--- src/rtl/glitch_pkg.sv ---
// glitch_pkg: shared types and constants for the glitch sequencer slice.
//   seq_state_e      - sequencer FSM states
//   Def*W            - default counter / config widths
//   LfsrTaps         - tap mask of the 16-bit Fibonacci jitter LFSR (taps 16,14,13,11)
//   LfsrDefaultSeed  - reset value of the jitter LFSR
package glitch_pkg;

  typedef enum logic [2:0] {
    StIdle,
    StArmed,
    StDelay,
    StGlitch,
    StGap,
    StDone
  } seq_state_e;

  localparam int unsigned DefDelayW = 16;
  localparam int unsigned DefWidthW = 8;
  localparam int unsigned DefCountW = 8;

  // Bit positions 15,13,12,10 correspond to polynomial taps 16,14,13,11.
  localparam logic [15:0] LfsrTaps        = 16'hB400;
  localparam logic [15:0] LfsrDefaultSeed = 16'hACE1;

endpackage

--- src/rtl/glitch_lfsr.sv ---
// glitch_lfsr: free-running 16-bit Fibonacci LFSR that supplies delay/gap jitter.
// Only present when GLITCH_SEQ_JITTER_EN is defined; otherwise this file is empty.
// Ports:
//   clk     - clock
//   reset   - asynchronous, active-high; loads Seed
//   lfsr_o  - current LFSR state (advances every clock)
`ifdef GLITCH_SEQ_JITTER_EN
module glitch_lfsr
  import glitch_pkg::*;
#(
  parameter logic [15:0] Seed = LfsrDefaultSeed
) (
  input  logic        clk,
  input  logic        reset,
  output logic [15:0] lfsr_o
);

  logic [15:0] lfsr_d, lfsr_q;

  // Shift towards the MSB, feedback is the XOR of the tapped bits.
  always_comb begin
    lfsr_d = {lfsr_q[14:0], ^(lfsr_q & LfsrTaps)};
  end

  always_ff @(posedge clk or posedge reset) begin
    if (reset) begin
      lfsr_q <= Seed;
    end else begin
      lfsr_q <= lfsr_d;
    end
  end

  assign lfsr_o = lfsr_q;

endmodule
`endif

--- src/rtl/glitch_sequencer.sv ---
// glitch_sequencer: after arm + trigger, emits a burst of glitch windows toward the
// glitch injector (delay, window width, gap, window count all programmable).
// Build option: GLITCH_SEQ_JITTER_EN adds cfg_jitter_mask and an LFSR that adds
// (lfsr & mask) to the delay and to every gap, saturating.
// Ports:
//   clk, reset            - clock, asynchronous active-high reset
//   arm                   - pulse, latches cfg_* (only in idle)
//   trigger               - level, starts the sequence while armed
//   abort                 - level, returns to idle from any state, no done pulse
//   cfg_delay/width/gap/count/specific - burst configuration
//   cfg_jitter_mask       - jitter mask (GLITCH_SEQ_JITTER_EN only)
//   enable/enable_specific- registered glitch requests, mutually exclusive
//   busy                  - high outside idle
//   done                  - one-cycle completion pulse
//   glitch_idx            - 0-based index of current/last window
module glitch_sequencer
  import glitch_pkg::*;
#(
  parameter int unsigned DELAY_W = DefDelayW,
  parameter int unsigned WIDTH_W = DefWidthW,
  parameter int unsigned COUNT_W = DefCountW
`ifdef GLITCH_SEQ_JITTER_EN
  ,
  parameter logic [15:0] LFSR_SEED = LfsrDefaultSeed
`endif
) (
  input  logic               clk,
  input  logic               reset,
  input  logic               arm,
  input  logic               trigger,
  input  logic               abort,
  input  logic [DELAY_W-1:0] cfg_delay,
  input  logic [WIDTH_W-1:0] cfg_width,
  input  logic [DELAY_W-1:0] cfg_gap,
  input  logic [COUNT_W-1:0] cfg_count,
  input  logic               cfg_specific,
`ifdef GLITCH_SEQ_JITTER_EN
  input  logic [DELAY_W-1:0] cfg_jitter_mask,
`endif
  output logic               enable,
  output logic               enable_specific,
  output logic               busy,
  output logic               done,
  output logic [COUNT_W-1:0] glitch_idx
);

  seq_state_e state_q, state_d;

  // Shared delay/gap down-counter and per-window counter.
  logic [DELAY_W-1:0] cnt_q, cnt_d;
  logic [WIDTH_W-1:0] wcnt_q, wcnt_d;
  logic [COUNT_W-1:0] glitch_idx_q, glitch_idx_d;

  // Configuration latched on arm.
  logic [DELAY_W-1:0] delay_q, delay_d;
  logic [DELAY_W-1:0] gap_q, gap_d;
  logic [WIDTH_W-1:0] width_q, width_d;
  logic [COUNT_W-1:0] count_q, count_d;
  logic               specific_q, specific_d;

  logic enable_q, enable_d;
  logic enable_specific_q, enable_specific_d;
  logic busy_q, busy_d;
  logic done_q, done_d;

  logic [DELAY_W-1:0] jitter;
  logic [DELAY_W-1:0] delay_eff, gap_eff;
  logic [WIDTH_W-1:0] width_eff;
  logic [COUNT_W-1:0] count_eff;
  logic               last_window;

`ifdef GLITCH_SEQ_JITTER_EN
  logic [DELAY_W-1:0] mask_q, mask_d;
  logic [15:0]        lfsr;

  glitch_lfsr #(
    .Seed(LFSR_SEED)
  ) u_lfsr (
    .clk   (clk),
    .reset (reset),
    .lfsr_o(lfsr)
  );

  assign jitter = DELAY_W'(lfsr) & mask_q;
`else
  assign jitter = '0;
`endif

  // Add in one extra bit and clamp so a long delay plus jitter never wraps short.
  function automatic logic [DELAY_W-1:0] sat_add(input logic [DELAY_W-1:0] a,
                                                 input logic [DELAY_W-1:0] b);
    logic [DELAY_W:0] sum;
    sum = {1'b0, a} + {1'b0, b};
    return sum[DELAY_W] ? '1 : sum[DELAY_W-1:0];
  endfunction

  // Jitter is folded in here; the counters only sample these on DELAY/GAP entry.
  assign delay_eff   = sat_add(delay_q, jitter);
  assign gap_eff     = sat_add(gap_q, jitter);
  assign width_eff   = (width_q == '0) ? WIDTH_W'(1) : width_q;
  assign count_eff   = (count_q == '0) ? COUNT_W'(1) : count_q;
  assign last_window = (({1'b0, glitch_idx_q} + (COUNT_W + 1)'(1)) == {1'b0, count_eff});

  always_comb begin
    state_d      = state_q;
    cnt_d        = cnt_q;
    wcnt_d       = wcnt_q;
    glitch_idx_d = glitch_idx_q;
    delay_d      = delay_q;
    gap_d        = gap_q;
    width_d      = width_q;
    count_d      = count_q;
    specific_d   = specific_q;
`ifdef GLITCH_SEQ_JITTER_EN
    mask_d       = mask_q;
`endif

    if (abort) begin
      state_d = StIdle;
      cnt_d   = '0;
      wcnt_d  = '0;
    end else begin
      unique case (state_q)
        StIdle: begin
          if (arm) begin
            state_d      = StArmed;
            delay_d      = cfg_delay;
            gap_d        = cfg_gap;
            width_d      = cfg_width;
            count_d      = cfg_count;
            specific_d   = cfg_specific;
            glitch_idx_d = '0;
`ifdef GLITCH_SEQ_JITTER_EN
            mask_d       = cfg_jitter_mask;
`endif
          end
        end
        StArmed: begin
          if (trigger) begin
            if (delay_eff == '0) begin
              state_d = StGlitch;
              wcnt_d  = width_eff;
            end else begin
              state_d = StDelay;
              cnt_d   = delay_eff;
            end
          end
        end
        StDelay: begin
          // A count of N keeps the output low for N cycles before the window.
          if (cnt_q <= DELAY_W'(1)) begin
            state_d = StGlitch;
            cnt_d   = '0;
            wcnt_d  = width_eff;
          end else begin
            cnt_d = cnt_q - DELAY_W'(1);
          end
        end
        StGlitch: begin
          if (wcnt_q <= WIDTH_W'(1)) begin
            if (last_window) begin
              state_d = StDone;
              wcnt_d  = '0;
            end else if (gap_eff == '0) begin
              // Back-to-back window: output stays high, only the index moves.
              wcnt_d       = width_eff;
              glitch_idx_d = glitch_idx_q + COUNT_W'(1);
            end else begin
              state_d = StGap;
              cnt_d   = gap_eff;
              wcnt_d  = '0;
            end
          end else begin
            wcnt_d = wcnt_q - WIDTH_W'(1);
          end
        end
        StGap: begin
          if (cnt_q <= DELAY_W'(1)) begin
            state_d      = StGlitch;
            cnt_d        = '0;
            wcnt_d       = width_eff;
            glitch_idx_d = glitch_idx_q + COUNT_W'(1);
          end else begin
            cnt_d = cnt_q - DELAY_W'(1);
          end
        end
        StDone: begin
          state_d = StIdle;
        end
        default: begin
          state_d = StIdle;
        end
      endcase
    end

    // Outputs are registered copies of the next state.
    enable_d          = (state_d == StGlitch) && !specific_q;
    enable_specific_d = (state_d == StGlitch) && specific_q;
    busy_d            = (state_d != StIdle);
    done_d            = (state_d == StDone);
  end

  always_ff @(posedge clk or posedge reset) begin
    if (reset) begin
      state_q           <= StIdle;
      cnt_q             <= '0;
      wcnt_q            <= '0;
      glitch_idx_q      <= '0;
      delay_q           <= '0;
      gap_q             <= '0;
      width_q           <= '0;
      count_q           <= '0;
      specific_q        <= 1'b0;
      enable_q          <= 1'b0;
      enable_specific_q <= 1'b0;
      busy_q            <= 1'b0;
      done_q            <= 1'b0;
    end else begin
      state_q           <= state_d;
      cnt_q             <= cnt_d;
      wcnt_q            <= wcnt_d;
      glitch_idx_q      <= glitch_idx_d;
      delay_q           <= delay_d;
      gap_q             <= gap_d;
      width_q           <= width_d;
      count_q           <= count_d;
      specific_q        <= specific_d;
      enable_q          <= enable_d;
      enable_specific_q <= enable_specific_d;
      busy_q            <= busy_d;
      done_q            <= done_d;
    end
  end

`ifdef GLITCH_SEQ_JITTER_EN
  always_ff @(posedge clk or posedge reset) begin
    if (reset) begin
      mask_q <= '0;
    end else begin
      mask_q <= mask_d;
    end
  end
`endif

  assign enable          = enable_q;
  assign enable_specific = enable_specific_q;
  assign busy            = busy_q;
  assign done            = done_q;
  assign glitch_idx      = glitch_idx_q;

endmodule

--- config.mk ---
export PLATFORM = sky130hd
export DESIGN_NAME = glitch_sequencer
export DESIGN_NICKNAME = d
export VERILOG_FILES = /design/src/rtl/glitch_pkg.sv /design/src/rtl/glitch_lfsr.sv /design/src/rtl/glitch_sequencer.sv
export SDC_FILE = /design/constraint.sdc
export NUM_CORES = 1
export LEC_CHECK = 0
export ABC_CLOCK_PERIOD_IN_PS = 2300
export CELL_PAD_IN_SITES_DETAIL_PLACEMENT = 1
export CELL_PAD_IN_SITES_GLOBAL_PLACEMENT = 1
export CORE_MARGIN = 2
export CORE_UTILIZATION = 39
export CTS_CLUSTER_DIAMETER = 40
export DETAILED_ROUTE_END_ITERATION = 6
export GPL_ROUTABILITY_DRIVEN = 0
export PLACE_DENSITY = 0.74
export SLEW_MARGIN = 20
export SYNTH_ARGS = -nofsm -noshare
export SYNTH_HDL_FRONTEND = slang
export SYNTH_SLANG_ARGS = --single-unit
--- constraint.sdc ---
create_clock -name clk -period 2.3 [get_ports clk]
set_input_delay 0.23 -clock clk [delete_from_list [all_inputs] [get_ports clk]]
set_output_delay 0.23 -clock clk [all_outputs]
set_load 0.02 [all_outputs]
==> out/results.txt, run 1 <==
Area share of the leading cell type in the synthesized netlist - 44.1%
Initial core utilization - 39.7%
Final Hold Vio Count - 0
CP startpoint kind - flop
Critical path required time - 2.53 ns
Max IR drop VDD - 539 uV
Worst path cell trace - ha_4, and4_4, a21oi_2, or4b_4, o311a_4, a21oi_4, buf_6, a31oi_4, nor4_2
GRT overflow - 0
Max-slew headroom - 52.7%
Final WL - 17000 um
Diode count - 0
FF-to-FF End - wcnt_q[1]
Cell variety after synth - 65
Reg2Reg Depth - 9
FF+latch count, synth - 88
Initial DRT Pass Iterations - 4
Antenna Nets Post-Route - 0
Die W - 117 um
PortBufs - 65
Reg2reg setup slack - -0.31 ns
Main synth FF type - dfrtp_1
Synthesis Warnings - 0
Buf+Inv Stages, Crit Path - 1
Total die area - 13700 um^2
CTS tree - yes
Power share of the sequential group - 29.4%
Final setup viols - 36
Post-route setup slack - -0.307 ns
Nets - 705
Cell depth of the worst setup path - 9
Yosys top cell by area - dfrtp_1
Int Pwr - 5.61 mW
First-pass GRT wire length - 26800 um
Final Slew Violations - 0
Worst min-delay path class - in -> async
Leakage - 3.01 nW
Final Non-Filler Cells - 822
Fraction of layout cells with a size suffix above 1 - 34.0%
Reg-to-reg startpoint - glitch_idx[0]
Worst path max stage delay - 0.57 ns
Tot GR Track Use - 25.6%
Initial antenna violation count - 0
Register area share after synthesis - 44.1%
Switch Pwr - 3.95 mW
PwrDens - 1330 nW/um^2
Dpl hpwl - 11700 um
Avg WL per Cell - 20.7 um
Post-synth EDFFs - 0
Worst Setup EP - wcnt_q[1]
Clk Latency, worst-skew pair - 0.35 ns
Fin Hold WS - 0.316 ns
Area of placed instances - 6470 um^2
Synth area leaders - dfrtp_1 (44%), mux2_2 (11%), a21oi_1 (3.3%)
Placed insts - 793
Clock sink count - 88
Post-Syn Instances - 500
Die Y - 117 um
Worst Path Max Fanout - 6
Syn avg cell area - 9.98 um^2
Status - complete, but fails checks
Worst-path clk slew - 0.07 ns
Crit path kind - reg -> reg
Crit path max-delay cell type - or4b_4
Crit path capture type - flop
Row cnt - 41
Fraction of registers with async set/reset - 100%
Root Driver - clkbuf_16
Syn nets - 559
P&R area growth vs syn - 43.4%
Fmax - 384 MHz
H-tree depth - 3
Clk pwr share - 17.7%
DRT iter0 DRCs - 251
Via-to-Cell Ratio - 5.70
Core area - 12600 um^2
Post-Syn Area - 4990 um^2
Vias in the first global route - 5090
TritonCTS Buffers - 9
RSZ-0062 raised after global routing - yes
Gate power share - 52.9%
Largest net degree at the start of global routing - 42
Worst setup startpoint - glitch_idx[0]
Clk buf depth - 2
Tmin final - 2.61 ns
Ports - 66
Via count - 4687
DRC Markers - 0
Failing checks - negative setup slack
Tcrit/Tclk final - 113%
Max cap viols - 0
Worst Max-Slew Pin Slew - 0.707 ns
CTS Hold Bufs - 0
CP Data Arrival Time - 2.84 ns
Sw Share - 41.3%
Final Skew - 0.00463 ns
Final instance area - 7160 um^2
CP delay by family, top - simple AND/OR/NAND/NOR gates
Fin util - 56.9%
-- cell usage in the layout, fill, tap and decap left out, types with 4 or more instances in the layout --
master / n
ha_1: 4
nand2b_1: 11
nor2b_1: 6
xnor2_1: 4
buf_4: 89
inv_1: 11
a21oi_1: 30
nor4_2: 5
xor2_1: 5
or3_1: 7
o21ai_1: 13
or2_0: 6
nand3_1: 12
nor4_1: 11
o31ai_1: 4
a22oi_1: 10
nand2_1: 21
o22ai_2: 4
mux2i_1: 4
o21ai_0: 16
clkbuf_16: 9
o41ai_2: 4
o211ai_1: 11
buf_6: 9
dfrtp_1: 85
a21oi_2: 5
mux2_2: 49
nor2_1: 38
a21o_1: 5
clkdlybuf4s50_1: 65
nor3_1: 14
a222oi_1: 5
-- cell usage after synthesis, drive strengths merged (7+ instances only) --
cell type   n
dfrtp      88
mux2       51
nor2       40
a21oi      36
o21ai      32
nand2      23
clkbuf     21
nor4       17
nor3       16
inv        12
nand3      12
nand2b     11
o211ai     11
a22oi      10
buf        10
or2         8
or3         8
nor2b       7
-- state kept, by name, indices dropped and copies added, names as in the netlist --
signal and cells:
cnt_q 16, delay_q 16, gap_q 16, count_q 8, glitch_idx 8, wcnt_q 8, width_q 8, state_q 3
busy 1, done 1, enable 1, enable_specific 1, specific_q 1
-- layout make-up --
| type | instances | area, um^2 |
|---|---|---|
| multi-input cells | 369 | 2870 |
| repair buffers | 166 | 1480 |
| inverters | 12 | 48.8 |
| clock inverters | 5 | 106 |
| flip-flops and latches | 88 | 2210 |
| well taps | 172 | 215 |
| fillers | 1360 | 5410 |
| clock buffers | 10 | 229 |
-- kinds of logic (layout without fill, tap and decap cells) --
family | count (synthesis) | count (layout) | synth area share, %
AND/OR/NAND/NOR | 164 | 164 | 18.0
AO/OA/AOI/OAI | 135 | 135 | 18.7
multiplexers | 55 | 55 | 12.4
XOR/XNOR | 10 | 10 | 1.76
flip-flops | 88 | 88 | 44.1
adder cells (fa/ha/maj) | 5 | 5 | 1.25
buffers and inverters | 43 | 193 | 3.81
-- per-layer routing --
metal / routed length, um / vias to the layer above / GRT usage, %
li1: - / 2158 / -
met1: 7090 / 2374 / 32.8
met2: 8730 / 112 / 42.6
met3: 692 / 43 / 4.17
met4: 512 / 0 / 12.1
met5: 0 / - / 0
-- repair_timing --
item | CTS | global route
pin swaps | 13 | 10
setup buffers | 7 | 9
endpoints found under the setup margin | 35 | 36
resized for setup | 28 | 31
-- worst register-to-register path: stages (launching register included) --
cell and delay, ns:
dfrtp_2 0.41, ha_4 0.16, and4_4 0.25, a21oi_2 0.07, or4b_4 0.57, o311a_4 0.17, a21oi_4 0.28, buf_6 0.16
a31oi_4 0.08, nor4_2 0.34
-- through the flow --
stage / setup WS, ns / power (mW) / TNS, ns
finish: -0.307 / 9.55 / -4.23
floorplan: -0.151 / 5.47 / -1.69
global placement: -0.104 / 7.12 / -0.911
global route: -0.340 / 10.1 / -7.40
CTS: -0.143 / 9.28 / -2.14
detailed placement: -0.184 / 7.35 / -2.88
-- worst min-delay path by stage --
stage                       startpoint  slack, ns         end
after floorplan           cfg_count[5]       0.38  count_q[5]
after global placement      specific_q       0.43      enable
after detailed placement    specific_q       0.46      enable
after CTS                        reset       0.34   cnt_q[10]
after global routing             reset       0.36   cnt_q[10]
final                            reset       0.32   cnt_q[10]
-- power by group through the flow --
stage / clock (mW) / sequential [mW] / combinational [mW]
floorplan: 0 / 2.60 / 2.87
global placement: 0 / 2.72 / 4.41
detailed placement: 0 / 2.76 / 4.59
CTS: 1.72 / 2.76 / 4.81
global route: 1.78 / 2.87 / 5.47
finish: 1.69 / 2.80 / 5.05
Power figures use the tool's default switching activity.
==> run 2, diff against run 1 <==
--- a/config.mk
+++ b/config.mk
@@ -13,6 +13,7 @@
 export CTS_CLUSTER_DIAMETER = 40
 export DETAILED_ROUTE_END_ITERATION = 6
 export GPL_ROUTABILITY_DRIVEN = 0
+export HOLD_SLACK_MARGIN = 0.12
 export PLACE_DENSITY = 0.74
 export SLEW_MARGIN = 20
 export SYNTH_ARGS = -nofsm -noshare
==> results of run 2 <==
The final DEF is identical to that of run 1; final timing and power are the same.
